`src/rtl/bundle_irq_arbiter.sv`:
```
// Round-robin rising-edge event arbiter for the nexus interrupt bundle.
// Optional BUNDLE_IRQ_ARB_SYNC_EN adds a 2-flop input synchronizer per bit.
module bundle_irq_arbiter #(
    parameter int            N          = 3,
    parameter int            IDW        = ($clog2(N) > 1) ? $clog2(N) : 1,
    parameter logic [N-1:0]  MASK_RESET = '0
) (
    input  logic           clock,
    input  logic           reset,
    input  logic [N-1:0]   auto_in,
    output logic           out_valid,
    output logic [IDW-1:0] out_id,
    input  logic           out_ready,
    input  logic           cfg_mask_we,
    input  logic [N-1:0]   cfg_mask_wdata,
    output logic [N-1:0]   mask,
    output logic [N-1:0]   pending,
    output logic [7:0]     drop_count
);

    logic [N-1:0]   w_src;
    logic [N-1:0]   r_prev;
    logic [N-1:0]   r_pending;
    logic [N-1:0]   r_mask;
    logic [7:0]     r_drop;
    logic [IDW-1:0] r_ptr;
    logic           r_out_valid;
    logic [IDW-1:0] r_out_id;

    logic [N-1:0]   w_edge;
    logic [N-1:0]   w_clr;
    logic [N-1:0]   w_elig;
    logic           w_fire;
    logic           w_load;
    logic [IDW-1:0] w_sel;
    logic [IDW-1:0] w_ptr_nxt;

`ifdef BUNDLE_IRQ_ARB_SYNC_EN
    logic [N-1:0] r_sync1;
    logic [N-1:0] r_sync2;

    always_ff @(posedge clock or posedge reset) begin
        if (reset) begin
            r_sync1 <= '0;
            r_sync2 <= '0;
        end else begin
            r_sync1 <= auto_in;
            r_sync2 <= r_sync1;
        end
    end

    assign w_src = r_sync2;
`else
    assign w_src = auto_in;
`endif

    assign w_edge = w_src & ~r_prev;
    assign w_fire = r_out_valid & out_ready;
    assign w_load = ~r_out_valid | out_ready;
    assign w_elig = r_pending & ~w_clr & ~r_mask;

    always_comb begin
        w_clr = '0;
        for (int i = 0; i < N; i++)
            w_clr[i] = w_fire && (int'(r_out_id) == i);
    end

    // Scan from the highest offset down so the lowest offset from ptr wins.
    always_comb begin
        int idx;
        idx   = 0;
        w_sel = '0;
        for (int k = N - 1; k >= 0; k--) begin
            idx = int'(r_ptr) + k;
            if (idx >= N) idx = idx - N;
            for (int j = 0; j < N; j++)
                if (j == idx && w_elig[j]) w_sel = IDW'(j);
        end
    end

    always_comb begin
        int t;
        t = int'(r_out_id) + 1;
        if (t >= N) t = 0;
        w_ptr_nxt = IDW'(t);
    end

    always_ff @(posedge clock or posedge reset) begin
        if (reset) begin
            r_prev      <= '0;
            r_pending   <= '0;
            r_mask      <= MASK_RESET;
            r_drop      <= '0;
            r_ptr       <= '0;
            r_out_valid <= 1'b0;
            r_out_id    <= '0;
        end else begin
            r_prev    <= w_src;
            r_pending <= (r_pending & ~w_clr) | w_edge;
            if (cfg_mask_we)
                r_mask <= cfg_mask_wdata;
            if (|(w_edge & r_pending & ~w_clr) && r_drop != 8'hFF)
                r_drop <= r_drop + 8'd1;
            if (w_fire)
                r_ptr <= w_ptr_nxt;
            if (w_load) begin
                r_out_valid <= |w_elig;
                if (|w_elig)
                    r_out_id <= w_sel;
            end
        end
    end

    assign out_valid  = r_out_valid;
    assign out_id     = r_out_id;
    assign mask       = r_mask;
    assign pending    = r_pending;
    assign drop_count = r_drop;

endmodule

```
`config.mk`:
```
export PLATFORM = sky130hd
export DESIGN_NAME = bundle_irq_arbiter
export DESIGN_NICKNAME = d
export VERILOG_FILES = /design/src/rtl/bundle_irq_arbiter.sv
export SDC_FILE = /design/constraint.sdc
export NUM_CORES = 1
export LEC_CHECK = 0
export BUFFER_PORTS_ARGS = -buffer_cell sky130_fd_sc_hd__buf_2
export CAP_MARGIN = 20
export CORE_MARGIN = 2
export CORE_UTILIZATION = 56
export CTS_BUF_LIST = sky130_fd_sc_hd__clkbuf_4 sky130_fd_sc_hd__clkbuf_8 sky130_fd_sc_hd__clkbuf_16
export CTS_CLUSTER_DIAMETER = 100
export DETAILED_ROUTE_END_ITERATION = 6
export PLACE_DENSITY_LB_ADDON = 0.25
export SETUP_SLACK_MARGIN = 0.1
export SYNTH_ARGS = -nofsm -noshare
export SYNTH_HDL_FRONTEND = slang
export SYNTH_SLANG_ARGS = --single-unit
```
`constraint.sdc`:
```
create_clock -name clock -period 2.8 [get_ports clock]
set_clock_uncertainty 0.05 [all_clocks]
set_input_delay 0.14 -clock clock [delete_from_list [all_inputs] [get_ports clock]]
set_output_delay 0.14 -clock clock [all_outputs]
set_load 0.01 [all_outputs]
```
# Word level (Yosys, flattened, before mapping)
# Index checks and enable logic that the tools add are counted.
# W data, S select, Z words.
[totals]
mem_bits_ro = 0
latch_bits = 0
output_inout_bits = 17
ff_bits = 22
mem_count = 0
mem_bits_rw = 0
[classes]
mul = 0
reduce_logical = 18
bitwise = 12
addsub = 7
n_lt_le_gt_ge = 4
n_eq_ne = 9
div = 0
shift = 0
mux = 12
[op_table]
columns = ["op", "count"]
rows = [
  ["$eq A2 B32 Y1 const A", 3],
  ["$eq A3 B32 Y1 const A", 3],
  ["$mux W32", 3],
  ["$logic_not A32 Y1", 2],
  ["$mux W2", 8],
  ["$and A3 B3 Y3", 5],
  ["$logic_and A1 B1 Y1", 12],
  ["$ge A3 B2 Y1 const B", 3],
  ["$not A3 Y3", 3],
  ["$add A8 B1 Y8 const B", 1],
  ["$ne A8 B8 Y1 const B", 1],
  ["$sub A3 B2 Y4 const B", 2],
  ["$add A2 B1 Y3 const B", 2],
  ["$reduce_or A3 Y1", 2],
  ["$eq A2 B2 Y1 const B", 2],
  ["$add A2 B2 Y3 const B", 1],
  ["$or A3 B3 Y3", 1],
  ["$sub A2 B2 Y3 const B", 1],
  ["$ge A2 B2 Y1 const B", 1],
  ["$logic_not A2 Y1", 1],
  ["$reduce_and A2 Y1", 1],
  ["$and A1 B1 Y1", 1],
  ["$mux W1", 1],
  ["$not A1 Y1", 1],
  ["$or A1 B1 Y1", 1],
]

# Longest topological paths before layout
# Gate-level depths: netlist (run 1).
[depth]
depth_word = 14
mapped_depth = 5
ltp_nobuf = 5

# Worst setup path after synthesis (run 1)
# Ideal clock, no wire load.
[synth_path]
path_type = "reg-to-reg"
startpoint = "register r_drop[0] (netlist: drop_count[0])"
endpoint = "register r_drop[1] (netlist: drop_count[1])"
period_less_slack_ns = 1.566
path_stages_with_launch = 6
required_ns = 2.622
n_path_buf = 0
arrival_time_ns = 1.389
path_slack_ns = 1.234
path_cell_list = "dfrtp_1 > ha_1 > nand2_1 > nor3_2 > a31oi_4 > mux2_1"
[synth_between]
elab_chain_cells = 2
word_cells_on_any_way = 3
classes_between = "add/sub: 1; eq/ne: 1; reduce/logical: 1"
[synth_lines]
columns = ["element", "line", "rtl"]
rows = [
  ["from (decl)", "25", "logic [7:0] r_drop;"],
  ["from (signal assigned)", "103", "r_drop <= r_drop + 8'd1;"],
  ["branches (longest 2 deep; another with $add A8 B1 Y8)", "n/a", ""],
]
# Parallel ways; which one is timed is not known.
# A chain may end at the register's enable or synchronous reset.

# Worst setup path after layout (run 1)
# Ends and elaborated chain as after synthesis.

==> results of run 1 <==
-- synthesized netlist by cell type, drive strengths merged, types with 2 or more instances --
library cell   n  share of area
dfrtp         22           0.48
nor2b          2          0.011
nand2b         4          0.022
nand3          6          0.037
mux2           6          0.059
a31oi          5          0.040
o21ai          3          0.013
nand4b         4          0.057
nor2           4          0.013
ha             3          0.033
a311oi         2          0.021
xor2           2          0.015
nand2         14          0.046
inv            7          0.023
-- power by group through the flow --
stage               combinational, mW  sequential (mW)  clock [mW]
finish                          0.518            0.556       0.178
global route                    0.579            0.576       0.190
CTS                             0.520            0.555       0.181
detailed placement              0.512            0.562           0
global placement                0.500            0.552           0
floorplan                       0.324            0.574           0
-- logic make-up (layout without fill, tap and decap cells) --
logic type,Yosys count,after routing,share of synthesized area
muxes,7,7,0.0674
adders and majority gates,3,3,0.0326
and+or+nand+nor,39,39,0.229
xor gates and xnor gates,2,2,0.0152
AOI/OAI and AO/OA,20,20,0.150
DFF,22,22,0.478
buffers and inverters,8,41,0.0272
-- stage by stage --
step            util  total power, mW  hold WS (ns)  cells
6_report       0.714             1.25       0.00483    161
5_1_grt        0.714             1.35       0.00589    161
4_1_cts        0.714             1.26       0.00622    161
3_5_place_dp   0.675             1.07         0.216    153
3_3_place_gp   0.675             1.05         0.211    153
2_1_floorplan      -            0.898        0.0792    101
-- layer usage --
metal  share of wire  vias to the layer above  routed length [um]
met1            0.44                      454                 996
met2            0.50                       28                1140
met4           0.019                        0                  44
met3           0.040                        9                  90
li1                -                      439                   -
met5               0                        -                   0
-- flip-flops by register name, indices dropped and copies added (netlist names) --
register / count
drop_count: 8
mask: 3
pending: 3
r_prev: 3
out_id: 2
r_ptr: 2
out_valid: 1
-- final cells by class --
type                            count  area (um2)  area share
Tap cell                           27        33.8      0.0244
Clock buffer                        4        36.3      0.0262
Multi-Input combinational cell     71         569       0.411
Timing Repair Buffer               30         170       0.123
Inverter                            7        26.3      0.0190
Sequential cell                    22         551       0.397
-- repair_timing --
| action | CTS | global route |
|---|---|---|
| hold buffers | 4 | 0 |
| endpoints found under the setup margin | 0 | 0 |
| hold endpoints to repair | 25 | 0 |
-- cell usage in the layout (no fill, tap or decap), types with 2 or more instances in the layout --
cell type	n
a31oi_1	4
buf_2	26
clkbuf_4	3
dfrtp_1	22
dlygate4sd3_1	4
ha_1	3
inv_1	7
mux2_1	3
mux2_2	3
nand2_1	14
nand2b_1	4
nand3_1	5
nand4b_1	2
nand4b_4	2
nor2_1	4
nor2b_1	2
o21ai_0	2
xor2_1	2
-- worst max path at each step --
| stage | startpoint | endpoint | cells after the start |
|---|---|---|---|
| finish | drop_count[0]$_DFFE_PP0P_ | drop_count[1]$_DFFE_PP0P_ | 5 |
| global route | drop_count[0]$_DFFE_PP0P_ | drop_count[1]$_DFFE_PP0P_ | 5 |
| CTS | drop_count[0]$_DFFE_PP0P_ | drop_count[1]$_DFFE_PP0P_ | 5 |
| detailed placement | drop_count[0]$_DFFE_PP0P_ | drop_count[1]$_DFFE_PP0P_ | 5 |
| global placement | drop_count[0]$_DFFE_PP0P_ | drop_count[1]$_DFFE_PP0P_ | 5 |
| floorplan | drop_count[0]$_DFFE_PP0P_ | drop_count[1]$_DFFE_PP0P_ | 5 |
==> results by group, run 1 <==
Timing
  – Max Transition Viols Final: 0
  – Final worst setup slack: 1.09 ns
  – RSZ-0062 raised after global routing: false
  – Setup tns final: 0 ns
  – Final Setup Violations: 0
  – Crit share post-route: 0.609
  – Hold Fails Final Rpt: 0
  – Worst slew pin tran: 0.827 ns
  – Max-slew headroom: 0.448
  – Max Freq: 0.586 GHz
  – Tmin final: 1.71 ns

Power and ir drop
  – Logic pwr share: 0.414
  – Flop pwr share: 0.444
  – Clock power share: 0.142
  – P_int: 748 uW
  – Max IR drop VDD: 543 uV
  – Cell Pwr Density: 904 mW/mm2
  – Leak: 0.662 nW
  – Sw Share: 0.403
  – Switch Pwr: 505 uW

Synth
  – Async SR Flop Fraction: 1.00
  – Distinct cells, synth: 37
  – Synth warnings: 0
  – Syn Nets: 114
  – Synthesized area per cell: 11.4 um2
  – Seq cells post-synth: 22
  – Sequential cell area fraction in the yosys report: 0.478
  – Post-synth EDFFs: 0
  – Syn Inst Count: 101
  – Synth Cell Area: 0.00115 mm2
  – Prevailing post-synth register cell: dfrtp_1

Critical path
  – RR Endpoint: drop_count[1]$_DFFE_PP0P_
  – Critical path fanouts, max: 6
  – R2R cell count: 5
  – Worst Setup End Kind: flip-flop
  – Delay-heaviest family, CP: flip-flops
  – Setup CP Type: reg2reg
  – Crit path largest cell delay: 0.45 ns
  – R2R Path Start: drop_count[0]$_DFFE_PP0P_
  – Startpoint types: flip-flop
  – Buf/Inv on CP: 0
  – Crit path cell chain: ha_1, nand2_1, nor3_2, a31oi_4, mux2_1
  – Slowest-stage cell, CP: dfrtp_1
  – Crit path required time: 2.96 ns
  – Reg2Reg Setup Slack: 1.09 ns
  – CP arrival: 1.87 ns

Global routing
  – Vias in the first global route: 908
  – GR Overflow Total: 0
  – First-pass GRT wire length: 3.84 mm
  – Initial antenna violation count: 0
  – Met2 Use GR: 0.347
  – Grt peak-use layer: met2
  – GRT Total Usage: 0.204
  – Met3 track demand over resource: 0.0276
  – GR Util met1: 0.260
  – Largest net degree at the start of global routing: 23

Place
  – Detailed placement HPWL: 1.64 mm
  – Placed inst area: 0.00131 mm2
  – RD Place Congestion: 0.911
  – Pre-CTS setup slack: 1.15 ns
  – Port Buffers: 26

Finish
  – Antenna Cells: 0
  – Layout cells sized above 1: 0.299
  – Final nets: 148
  – Area Overhead vs Synth: 20.4%
  – Finished Cell Area: 0.00139 mm2
  – # fillers: 158

CTS
  – Root Buffer: clkbuf_4
  – Clock Latency Late Sink: 0.31 ns
  – Post-CTS Setup Bufs: 0
  – Clock slew at reported path FFs: 0.12 ns
  – Clock Path Buffers: 2
  – TritonCTS Buffers: 3
  – H-tree depth: 1
  – CTS tree: yes
  – CTS sink cnt: 22
  – CTS resizes: 0

Detailed routing
  – Post-Route WL: 2.27 mm
  – DRC violations left: 0
  – DR vias: 930
  – Starting DRT DRC Count: 13
  – Routed WL per cell: 14.1 um
  – Post-DR vias/cell: 5.78
  – Post-route ant nets: 0
  – DRT Pass-1 Iters: 4

Floorplanning
  – Die Wd: 49.3 um
  – I/O pins: 27
  – CORE AREA: 0.00194 mm2
  – Row count: 16
  – Die area: 0.00243 mm2
  – Initial Util: 0.593
  – Die outline height: 49.3 um

Min path
  – Hold Crit Depth: 2
  – Hold Path Class: in2reg
  – WHS Endpoint: mask[0]$_DFFE_PP0P_
  – Hold path startpoint: cfg_mask_wdata[0]

Flow run
  – Max-cap violations: 0

Status
  – Run status: completed
No activity file was read; power rests on OpenSTA's default activity.
==> run 2, diff against run 1 <==
ABC_AREA = 1   (was unset)
CORE_UTILIZATION = 52   (was 56)
clock period = 1.6 ns   (was 2.8 ns; I/O delays follow)
==> run 2 against run 1 <==
Via count rose by 7.8%. Core utilization rose by 0.42 points. Flip-flop and latch count did not move. Die area rose by 7.1%. Worst hold slack improved by 0.054 ns. Largest power group is now combinational logic. Highest routed layer unchanged.
==> results by group, run 2 <==
Min path
  – WHS Endpoint: out_valid$_DFFE_PP0P_
  – Hold Path Class: in2reg
  – Hold path startpoint: out_ready
  – Hold Crit Depth: 4

Global routing
  – GRT Total Usage: 0.207
  – Largest net degree at the start of global routing: 23
  – Vias in the first global route: 933
  – First-pass GRT wire length: 3.96 mm
  – GR Overflow Total: 0
  – Initial antenna violation count: 0

Power and ir drop
  – Cell Pwr Density: 1450 mW/mm2
  – Flop pwr share: 0.393
  – Max IR drop VDD: 1080 uV
  – Sw Share: 0.412
  – Clock power share: 0.130
  – P_int: 1.32 mW
  – Leak: 0.801 nW
  – Switch Pwr: 924 uW
  – Logic pwr share: 0.477

CTS
  – Root Buffer: clkbuf_4
  – Clock Latency Late Sink: 0.29 ns
  – TritonCTS Buffers: 3
  – CTS tree: yes
  – Clock slew at reported path FFs: 0.11 ns
  – Clock Path Buffers: 2
  – H-tree depth: 1
  – CTS sink cnt: 22

Place
  – Detailed placement HPWL: 1.66 mm
  – RD Place Congestion: 0.846
  – Pre-CTS setup slack: 0.156 ns
  – Port Buffers: 26

Timing
  – Max-slew headroom: 0.813
  – Hold Fails Final Rpt: 0
  – Final worst setup slack: 0.155 ns
  – Final Setup Violations: 0
  – Crit share post-route: 0.903
  – Setup tns final: 0 ns
  – Max Freq: 0.692 GHz
  – Max Transition Viols Final: 0
  – Tmin final: 1.44 ns
  – RSZ-0062 raised after global routing: true
  – Worst slew pin tran: 0.280 ns

Floorplanning
  – Row count: 17
  – CORE AREA: 0.00215 mm2
  – Die Wd: 51.1 um
  – Die outline height: 51.1 um
  – Die area: 0.00261 mm2
  – Initial Util: 0.536
  – I/O pins: 27

Detailed routing
  – DRT Pass-1 Iters: 4
  – Post-Route WL: 2.35 mm
  – Starting DRT DRC Count: 28
  – Post-route ant nets: 0
  – DR vias: 1003
  – Post-DR vias/cell: 4.92
  – Routed WL per cell: 11.5 um
  – DRC violations left: 0

Critical path
  – RR Endpoint: drop_count[3]$_DFFE_PP0P_
  – Reg2Reg Setup Slack: 0.16 ns
  – R2R cell count: 8
  – R2R Path Start: out_id[1]$_DFFE_PP0P_
  – Crit path required time: 1.80 ns
  – Setup CP Type: reg2reg
  – Crit path from: out_id[1]$_DFFE_PP0P_
  – Startpoint types: flip-flop
  – Worst Setup End Kind: flip-flop
  – Critical path fanouts, max: 8
  – CP arrival: 1.64 ns

Status
  – Run status: completed

Synth
  – Syn Nets: 144
  – Seq cells post-synth: 22
  – Yosys top cell area share: 0.478
  – Synthesized area per cell: 8.79 um2
  – Sequential cell area fraction in the yosys report: 0.478
  – Prevailing post-synth register cell: dfrtp_1
  – Top cells by area, synth: dfrtp_1 (48%), nand2_1 (11%), nand3_1 (5.7%)
  – Post-synth EDFFs: 0
  – Syn Inst Count: 131
  – Synth top cells by count: nand2_1 (33), dfrtp_1 (22), inv_1 (16)
  – Distinct cells, synth: 24
  – Leading area contributor after synthesis: dfrtp_1
  – Synth Cell Area: 0.00115 mm2
  – Count leader, synth: nand2_1
  – Async SR Flop Fraction: 1.00
  – Synth warnings: 0

Flow run
  – Max-cap violations: 0

Finish
  – Final nets: 190
  – Antenna Cells: 0
  – Layout cells sized above 1: 0.341
  – Most frequent cells in the layout: buf_2 (26), nand2_1 (23), dfrtp_1 (21)
  – Area Overhead vs Synth: 34.0%
  – Largest register FFs: 8
  – Most common library cell in the layout ignoring fill and taps: buf_2
  – # fillers: 169
[run 2: cell count changes after synthesis, moves of 3 or more]
cell	previous run	this run
nand2b_1	4	0
nand4_1	0	5
o21ai_0	2	7
nand3_1	5	13
nand2_1	14	33
nor2_1	4	8
mux2_2	3	0
nand3_2	0	3
mux2_1	3	0
a31oi_1	4	0
xnor2_1	0	3
inv_1	7	16
[run 2: power groups by stage]
stage / clock, mW / combinational [mW] / sequential [mW]
finish: 0.292 / 1.07 / 0.881
global route: 0.334 / 1.18 / 0.902
CTS: 0.309 / 0.943 / 0.875
detailed placement: 0 / 0.917 / 0.886
global placement: 0 / 0.895 / 0.879
floorplan: 0 / 0.595 / 0.925
[run 2: worst max-delay path: stages, from the launching register on]
cell and delay [ns]:
dfrtp_1 0.43, inv_2 0.07, nand4_1 0.16, and2_4 0.23
nand3_4 0.07, nand3_4 0.13, nand2_8 0.14, nand2_2 0.06
nand2_2 0.06
[run 2: per-layer routing]
layer	wire (um)	track usage
met4	31	0.104
met3	83	0.0409
met5	0	0
met2	1130	0.310
met1	1110	0.285
[run 2: logic make-up after synthesis]
family          synth area share
flops                      0.478
simple gates               0.318
fa+ha+maj                 0.0326
buf+inv                   0.0554
xor+xnor                  0.0457
compound gates            0.0696
[run 2: how the worst max path moves through the flow]
stage                                 to  slack (ns)  cells past startpoint
2_1_floorplan  drop_count[6]$_DFFE_PP0P_        0.24                      7
3_3_place_gp   drop_count[0]$_DFFE_PP0P_        0.20                      7
3_5_place_dp   drop_count[6]$_DFFE_PP0P_        0.16                      7
4_1_cts        drop_count[6]$_DFFE_PP0P_        0.12                      7
5_1_grt        drop_count[4]$_DFFE_PP0P_        0.07                      8
6_report       drop_count[3]$_DFFE_PP0P_        0.16                      8
[run 2: stage by stage]
step | cells | hold WS (ns) | util | instance area (um2) | power, mW
floorplan | 131 | 0.0192 | - | 1150 | 1.52
global placement | 186 | 0.0787 | 0.616 | 1320 | 1.77
detailed placement | 186 | 0.0799 | 0.616 | 1320 | 1.80
CTS | 201 | 0.0440 | 0.684 | 1470 | 2.13
global route | 204 | 0.0612 | 0.718 | 1540 | 2.42
finish | 204 | 0.0583 | 0.718 | 1540 | 2.24
[run 2: cell type report]
class / instances / area [um2] / share of cell area
Multi-Input combinational cell: 93 / 593 / 0.384
Sequential cell: 22 / 552 / 0.358
Timing Repair Buffer: 40 / 263 / 0.170
Inverter: 17 / 63.8 / 0.0414
Clock buffer: 4 / 36.3 / 0.0235
Tap cell: 28 / 35.0 / 0.0227
[run 2: timing repair]
action | CTS | global route
endpoints found under the hold margin | 31 | 0
resized for setup | 0 | 15
endpoints found under the setup margin | 0 | 8
buffers inserted | 0 | 2
hold buffers | 11 | 0
